## src/rtl/layer_color_mapper.sv

```systemverilog
// Priority compositor for NUM_LAYERS palette-indexed layers with a shared runtime palette,
// frame-synchronous brightness and flash effects, and a fixed 3-cycle pixel pipeline.
module layer_color_mapper #(
  parameter int NUM_LAYERS   = 4,
  parameter int IDX_W        = 4,
  parameter int COORD_W      = 10,
  parameter int FLASH_FRAMES = 8
) (
  input  logic                        Clk,
  input  logic                        Reset_n,
  input  logic                        frame_start,
  input  logic                        pix_en,
  input  logic [COORD_W-1:0]          DrawX,
  input  logic [COORD_W-1:0]          DrawY,
  input  logic [NUM_LAYERS*IDX_W-1:0] layer_idx,
  input  logic [NUM_LAYERS-1:0]       layer_hit,
  input  logic [NUM_LAYERS-1:0]       flash_mask,
  input  logic [3:0]                  bright_in,
  input  logic                        pal_we,
  input  logic [IDX_W-1:0]            pal_addr,
  input  logic [23:0]                 pal_data,
  output logic [7:0]                  VGA_R,
  output logic [7:0]                  VGA_G,
  output logic [7:0]                  VGA_B,
  output logic                        out_valid,
  output logic [COORD_W-1:0]          out_X,
  output logic [COORD_W-1:0]          out_Y
);

  localparam int PAL_DEPTH = 1 << IDX_W;
  localparam int CNT_W     = (FLASH_FRAMES > 1) ? $clog2(FLASH_FRAMES) : 1;

  // Frame-synchronous shadow state
  logic [3:0]            active_bright;
  logic [NUM_LAYERS-1:0] active_flash_mask;
  logic [CNT_W-1:0]      frame_cnt;
  logic                  flash_phase;

  logic [23:0]           pal [PAL_DEPTH];

  // Pipeline registers
  logic [IDX_W-1:0]      s1_idx;
  logic                  s1_flash;
  logic                  s1_valid;
  logic [COORD_W-1:0]    s1_x, s1_y;
  logic [23:0]           s2_color;
  logic                  s2_flash;
  logic                  s2_valid;
  logic [COORD_W-1:0]    s2_x, s2_y;

  logic [IDX_W-1:0]      win_idx;
  logic                  win_flash;
  logic [23:0]           s3_color;

  // NOTE: every variable gets a default before the loop so no path leaves it unassigned (no latch).
  // Ascending scan: the last qualifying layer overwrites earlier ones, giving the highest k priority.
  always_comb begin
    win_idx   = '0;
    win_flash = 1'b0;
    if (layer_hit[0]) begin
      win_idx   = layer_idx[IDX_W-1:0];
      win_flash = active_flash_mask[0];
    end
    for (int k = 1; k < NUM_LAYERS; k++) begin
      if (layer_hit[k] && (layer_idx[k*IDX_W +: IDX_W] != '0)) begin
        win_idx   = layer_idx[k*IDX_W +: IDX_W];
        win_flash = active_flash_mask[k];
      end
    end
  end

  function automatic logic [7:0] scale(input logic [7:0] c, input logic [3:0] b);
    logic [11:0] p;
    p = {4'b0, c} * {8'b0, b};
    return p[10:3];
  endfunction

  assign s3_color = s2_flash ? 24'hFF_FFFF : s2_color;

  // NOTE: sequential state uses non-blocking assignments only, so every stage samples pre-edge values.
  always_ff @(posedge Clk or negedge Reset_n) begin
    if (!Reset_n) begin
      active_bright     <= 4'd8;
      active_flash_mask <= '0;
      frame_cnt         <= '0;
      flash_phase       <= 1'b0;
    end else if (frame_start) begin
      active_bright     <= (bright_in > 4'd8) ? 4'd8 : bright_in;
      active_flash_mask <= flash_mask;
      if (frame_cnt == CNT_W'(FLASH_FRAMES - 1)) begin
        frame_cnt   <= '0;
        flash_phase <= ~flash_phase;
      end else begin
        frame_cnt <= frame_cnt + 1'b1;
      end
    end
  end

  // NOTE: the palette is a small register file, so it is reset like any other flop;
  // a write lands at the edge, and a same-edge read still sees the old entry.
  always_ff @(posedge Clk or negedge Reset_n) begin
    if (!Reset_n) begin
      for (int i = 0; i < PAL_DEPTH; i++) pal[i] <= '0;
    end else if (pal_we) begin
      pal[pal_addr] <= pal_data;
    end
  end

  always_ff @(posedge Clk or negedge Reset_n) begin
    if (!Reset_n) begin
      s1_idx    <= '0;
      s1_flash  <= 1'b0;
      s1_valid  <= 1'b0;
      s1_x      <= '0;
      s1_y      <= '0;
      s2_color  <= '0;
      s2_flash  <= 1'b0;
      s2_valid  <= 1'b0;
      s2_x      <= '0;
      s2_y      <= '0;
      VGA_R     <= '0;
      VGA_G     <= '0;
      VGA_B     <= '0;
      out_valid <= 1'b0;
      out_X     <= '0;
      out_Y     <= '0;
    end else begin
      s1_idx    <= win_idx;
      s1_flash  <= win_flash & flash_phase;
      s1_valid  <= pix_en;
      s1_x      <= DrawX;
      s1_y      <= DrawY;

      s2_color  <= pal[s1_idx];
      s2_flash  <= s1_flash;
      s2_valid  <= s1_valid;
      s2_x      <= s1_x;
      s2_y      <= s1_y;

      // Blanked pixels still carry their coordinates but drive black
      VGA_R     <= s2_valid ? scale(s3_color[23:16], active_bright) : 8'd0;
      VGA_G     <= s2_valid ? scale(s3_color[15:8],  active_bright) : 8'd0;
      VGA_B     <= s2_valid ? scale(s3_color[7:0],   active_bright) : 8'd0;
      out_valid <= s2_valid;
      out_X     <= s2_x;
      out_Y     <= s2_y;
    end
  end

endmodule

```

## config.mk

```make
export PLATFORM = sky130hd
export DESIGN_NAME = layer_color_mapper
export DESIGN_NICKNAME = d
export VERILOG_FILES = /design/src/rtl/layer_color_mapper.sv
export SDC_FILE = /design/constraint.sdc
export NUM_CORES = 1
export LEC_CHECK = 0
export CAP_MARGIN = 0
export CORE_MARGIN = 1.5
export CORE_UTILIZATION = 35
export DETAILED_ROUTE_END_ITERATION = 10
export MAX_ROUTING_LAYER = met4
export SYNTH_ARGS = -nofsm -noshare
export SYNTH_HDL_FRONTEND = slang
export SYNTH_SLANG_ARGS = --single-unit
export TNS_END_PERCENT = 50
```

## constraint.sdc

```tcl
create_clock -name Clk -period 9.6 [get_ports Clk]
set_clock_uncertainty 0.15 [all_clocks]
set_input_delay 1.92 -clock Clk [delete_from_list [all_inputs] [get_ports Clk]]
set_output_delay 1.92 -clock Clk [all_outputs]
set_load 0.02 [all_outputs]
```

==> summary.txt <==
Status: complete, no violations
CTS tree: done
Yosys warning count: 0
Met3 wire length: 2100 um
Synthesis-to-layout area growth: 17.0%
Sum Neg Setup Slack: 0 ns
Non-filler cells, final: 2,609
CP arrival: 4.50 ns
Post-CTS Setup Inserts: 0
Share of cells above drive strength 1: 0.325
Clk sink count: 513
Setup CP Type: primary input to flip-flop
Most used DFF post-synth: dfrtp_1
Row Count: 95
Placed cell count: 2,500
Finished Core Util: 0.412
First-pass GRT wire length: 85,300 um
Clock Path Buffers: 3
Critical Path Max Stage Delay: 0.87 ns
Max-cap violations: 0
Boundary Pins: 126
Number of enable flip-flop cells after synthesis: 0
Core Footprint: 67,000 sq um
Worst hold path type: flip-flop to flip-flop
DIE HEIGHT: 263 um
Final nets: 1,841
Top Metal Used: met4
Total power: 6.67 mW
Post-CTS Hold Buffers: 0
Die Area: 69,100 sq um
Initial core utilization: 0.353
DR vias: 13,300
Drt drc: 0
Syn_area_per_cell: 14.9 sq um
Fmax: 240 MHz
DR iter-0 viols: 783
Drt pass-1 iters: 5
Root Buffer: clkbuf_16
Peak supply drop: 0.000161 V
DRT met1 WL: 24,800 um
Vias in the first global route: 14,400
RSZ-0062 raised after global routing: false
Most frequent cells in the layout: dfrtp_1, mux2_2, clkdlybuf4s50_1, mux4_2, mux2_1
Crit path cell chain: clkdlybuf4s50_1 > nand2b_1 > or3_1 > buf_4 > mux2_1
Worst Tran Pin Value: 1.07 ns
Asr flop ratio synth: 1.00
Critical path's top delay family: simple AND/OR/NAND/NOR gates
Final Max Tran Viols: 0
Antenna violations before repair: 4
#FFs+latches synth: 513
Fill cells: 6,131
Cell Pwr Density: 241 nW/um^2
Fin crit period: 4.16 ns
Worst-Skew Late Latency: 0.64 ns
Critical Path Source Type: primary input
Die Span X: 263 um
# setup viols final: 0
Grt ovf: 0
PortBufs: 125
Pin count of the biggest net entering global routing: 167
Gr usage total: 0.163
Relative slew margins: 0.287
Worst Path Buf+Inv: 2
Hold Slack: 0.197 ns
CTS Buf Count: 57
Crit-path slowest cell: or3_1
Post-DR wirelength/cell: 20.4 um
Final period util: 0.433
Netlist cell types: 45
Critical Path RT: 9.94 ns
Syn Inst Count: 1,583
Met2 routed WL: 25,100 um
CTS H-tree depth: 2
Synthesized area: 23,600 sq um
DRT Wirelength: 53,200 um
Crit. End Element: flip-flop
Commonest non-fill, non-tap cell in the layout: dfrtp_1
Pleak: 11.8 nW
Vias per cell: 5.08
Hold Vio Cnt, Final: 0
Worst-path clk slew: 0.06 ns
Post-cts resize count: 0
Final ANT Viol Nets: 0
DP HPWL: 32,300 um
Synthesized Nets: 1,738
GPL Wtd Cong: 0.769
CP Max Fanout: 15
Sequential area share after synthesis: 0.543
[sequential cells by signal, summed over array words and instances, names as in the netlist]
signal,flops
out_Y,10
pal,384
s1_flash,1
s2_flash,1
out_X,10
out_valid,1
frame_cnt,3
s2_x,10
VGA_G,8
s2_y,10
s2_color,24
active_flash_mask,4
VGA_B,8
s1_x,10
s1_idx,4
s1_valid,1
VGA_R,8
s2_valid,1
s1_y,10
active_bright,4
flash_phase,1
[routing by layer]
layer | up-vias | global-route usage
li1 | 5876 | -
met1 | 7077 | 0.222
met3 | 80 | 0.0271
met5 | - | -
met4 | 0 | 0.0472
met2 | 229 | 0.254
[final timing paths]
| path | depth (start not counted) | to | from | slack (ns) |
|---|---|---|---|---|
| setup reg to reg | 12 | VGA_R[7]$_DFF_PN0_ | active_bright[2]$_DFFE_PN0P_ | 5.71 |
| min in group asynchronous | 1 | VGA_R[0]$_DFF_PN0_ | Reset_n | 1.20 |
| max in group asynchronous | 2 | pal[31]$_DFFE_PN0P_ | Reset_n | 6.49 |
| setup / recovery | 5 | pal[320]$_DFFE_PN0P_ | pal_addr[0] | 5.44 |
| hold reg to reg | 0 | out_Y[4]$_DFF_PN0_ | s2_y[4]$_DFF_PN0_ | 0.20 |
| hold / removal | 0 | out_Y[4]$_DFF_PN0_ | s2_y[4]$_DFF_PN0_ | 0.20 |
[cell type report]
cell class,instances,area [sq um],share of cell area
inverter,70,263,0.00950
antenna,1,2.50,0.0000905
clock inverter,29,338,0.0122
sequential,513,12800,0.465
timing repair buffer,151,1460,0.0529
multi-input combinational,893,10100,0.364
clock buffer,79,1590,0.0575
tap,873,1090,0.0395
[synthesized netlist by cell type (9+ instances only)]
master / number / share of area
buf_2: 45 / 0.0095
dfrtp_1: 512 / 0.54
mux4_2: 120 / 0.11
nand3_1: 17 / 0.0036
fa_1: 36 / 0.030
xnor2_1: 10 / 0.0037
a21oi_1: 20 / 0.0042
clkbuf_1: 50 / 0.0079
nand2_1: 30 / 0.0048
inv_1: 69 / 0.011
and2_1: 16 / 0.0042
mux2_1: 84 / 0.040
xor2_1: 9 / 0.0033
nor2_1: 73 / 0.012
o21ai_0: 50 / 0.011
mux2_2: 307 / 0.15
nor2b_1: 16 / 0.0042
ha_1: 38 / 0.020
[cells by family after synthesis]
group | Yosys count | synth area share
buffers and inverters | 177 | 0.0337
flip-flops | 513 | 0.543
AND/OR/NAND/NOR | 188 | 0.0393
adder cells (fa/ha/maj) | 74 | 0.0506
AO/OA/AOI/OAI | 99 | 0.0246
XOR/XNOR | 19 | 0.00704
multiplexers | 513 | 0.301
[stage by stage]
stage,setup slack (ns),instance area (sq um)
6_report,5.44,27700
5_1_grt,5.32,27700
4_1_cts,5.43,27600
3_5_place_dp,4.80,25700
3_3_place_gp,4.85,25700
2_1_floorplan,5.97,23600
[where the power goes]
| part | leakage, nW | switching [mW] | internal [mW] |
|---|---|---|---|
| logic | 4.57 | 0.705 | 0.840 |
| clock network | 0.940 | 0.908 | 1.30 |
| registers | 6.27 | 0.267 | 2.65 |
| total | 11.8 | 1.88 | 4.79 |
(Power assumes the default switching activity.)
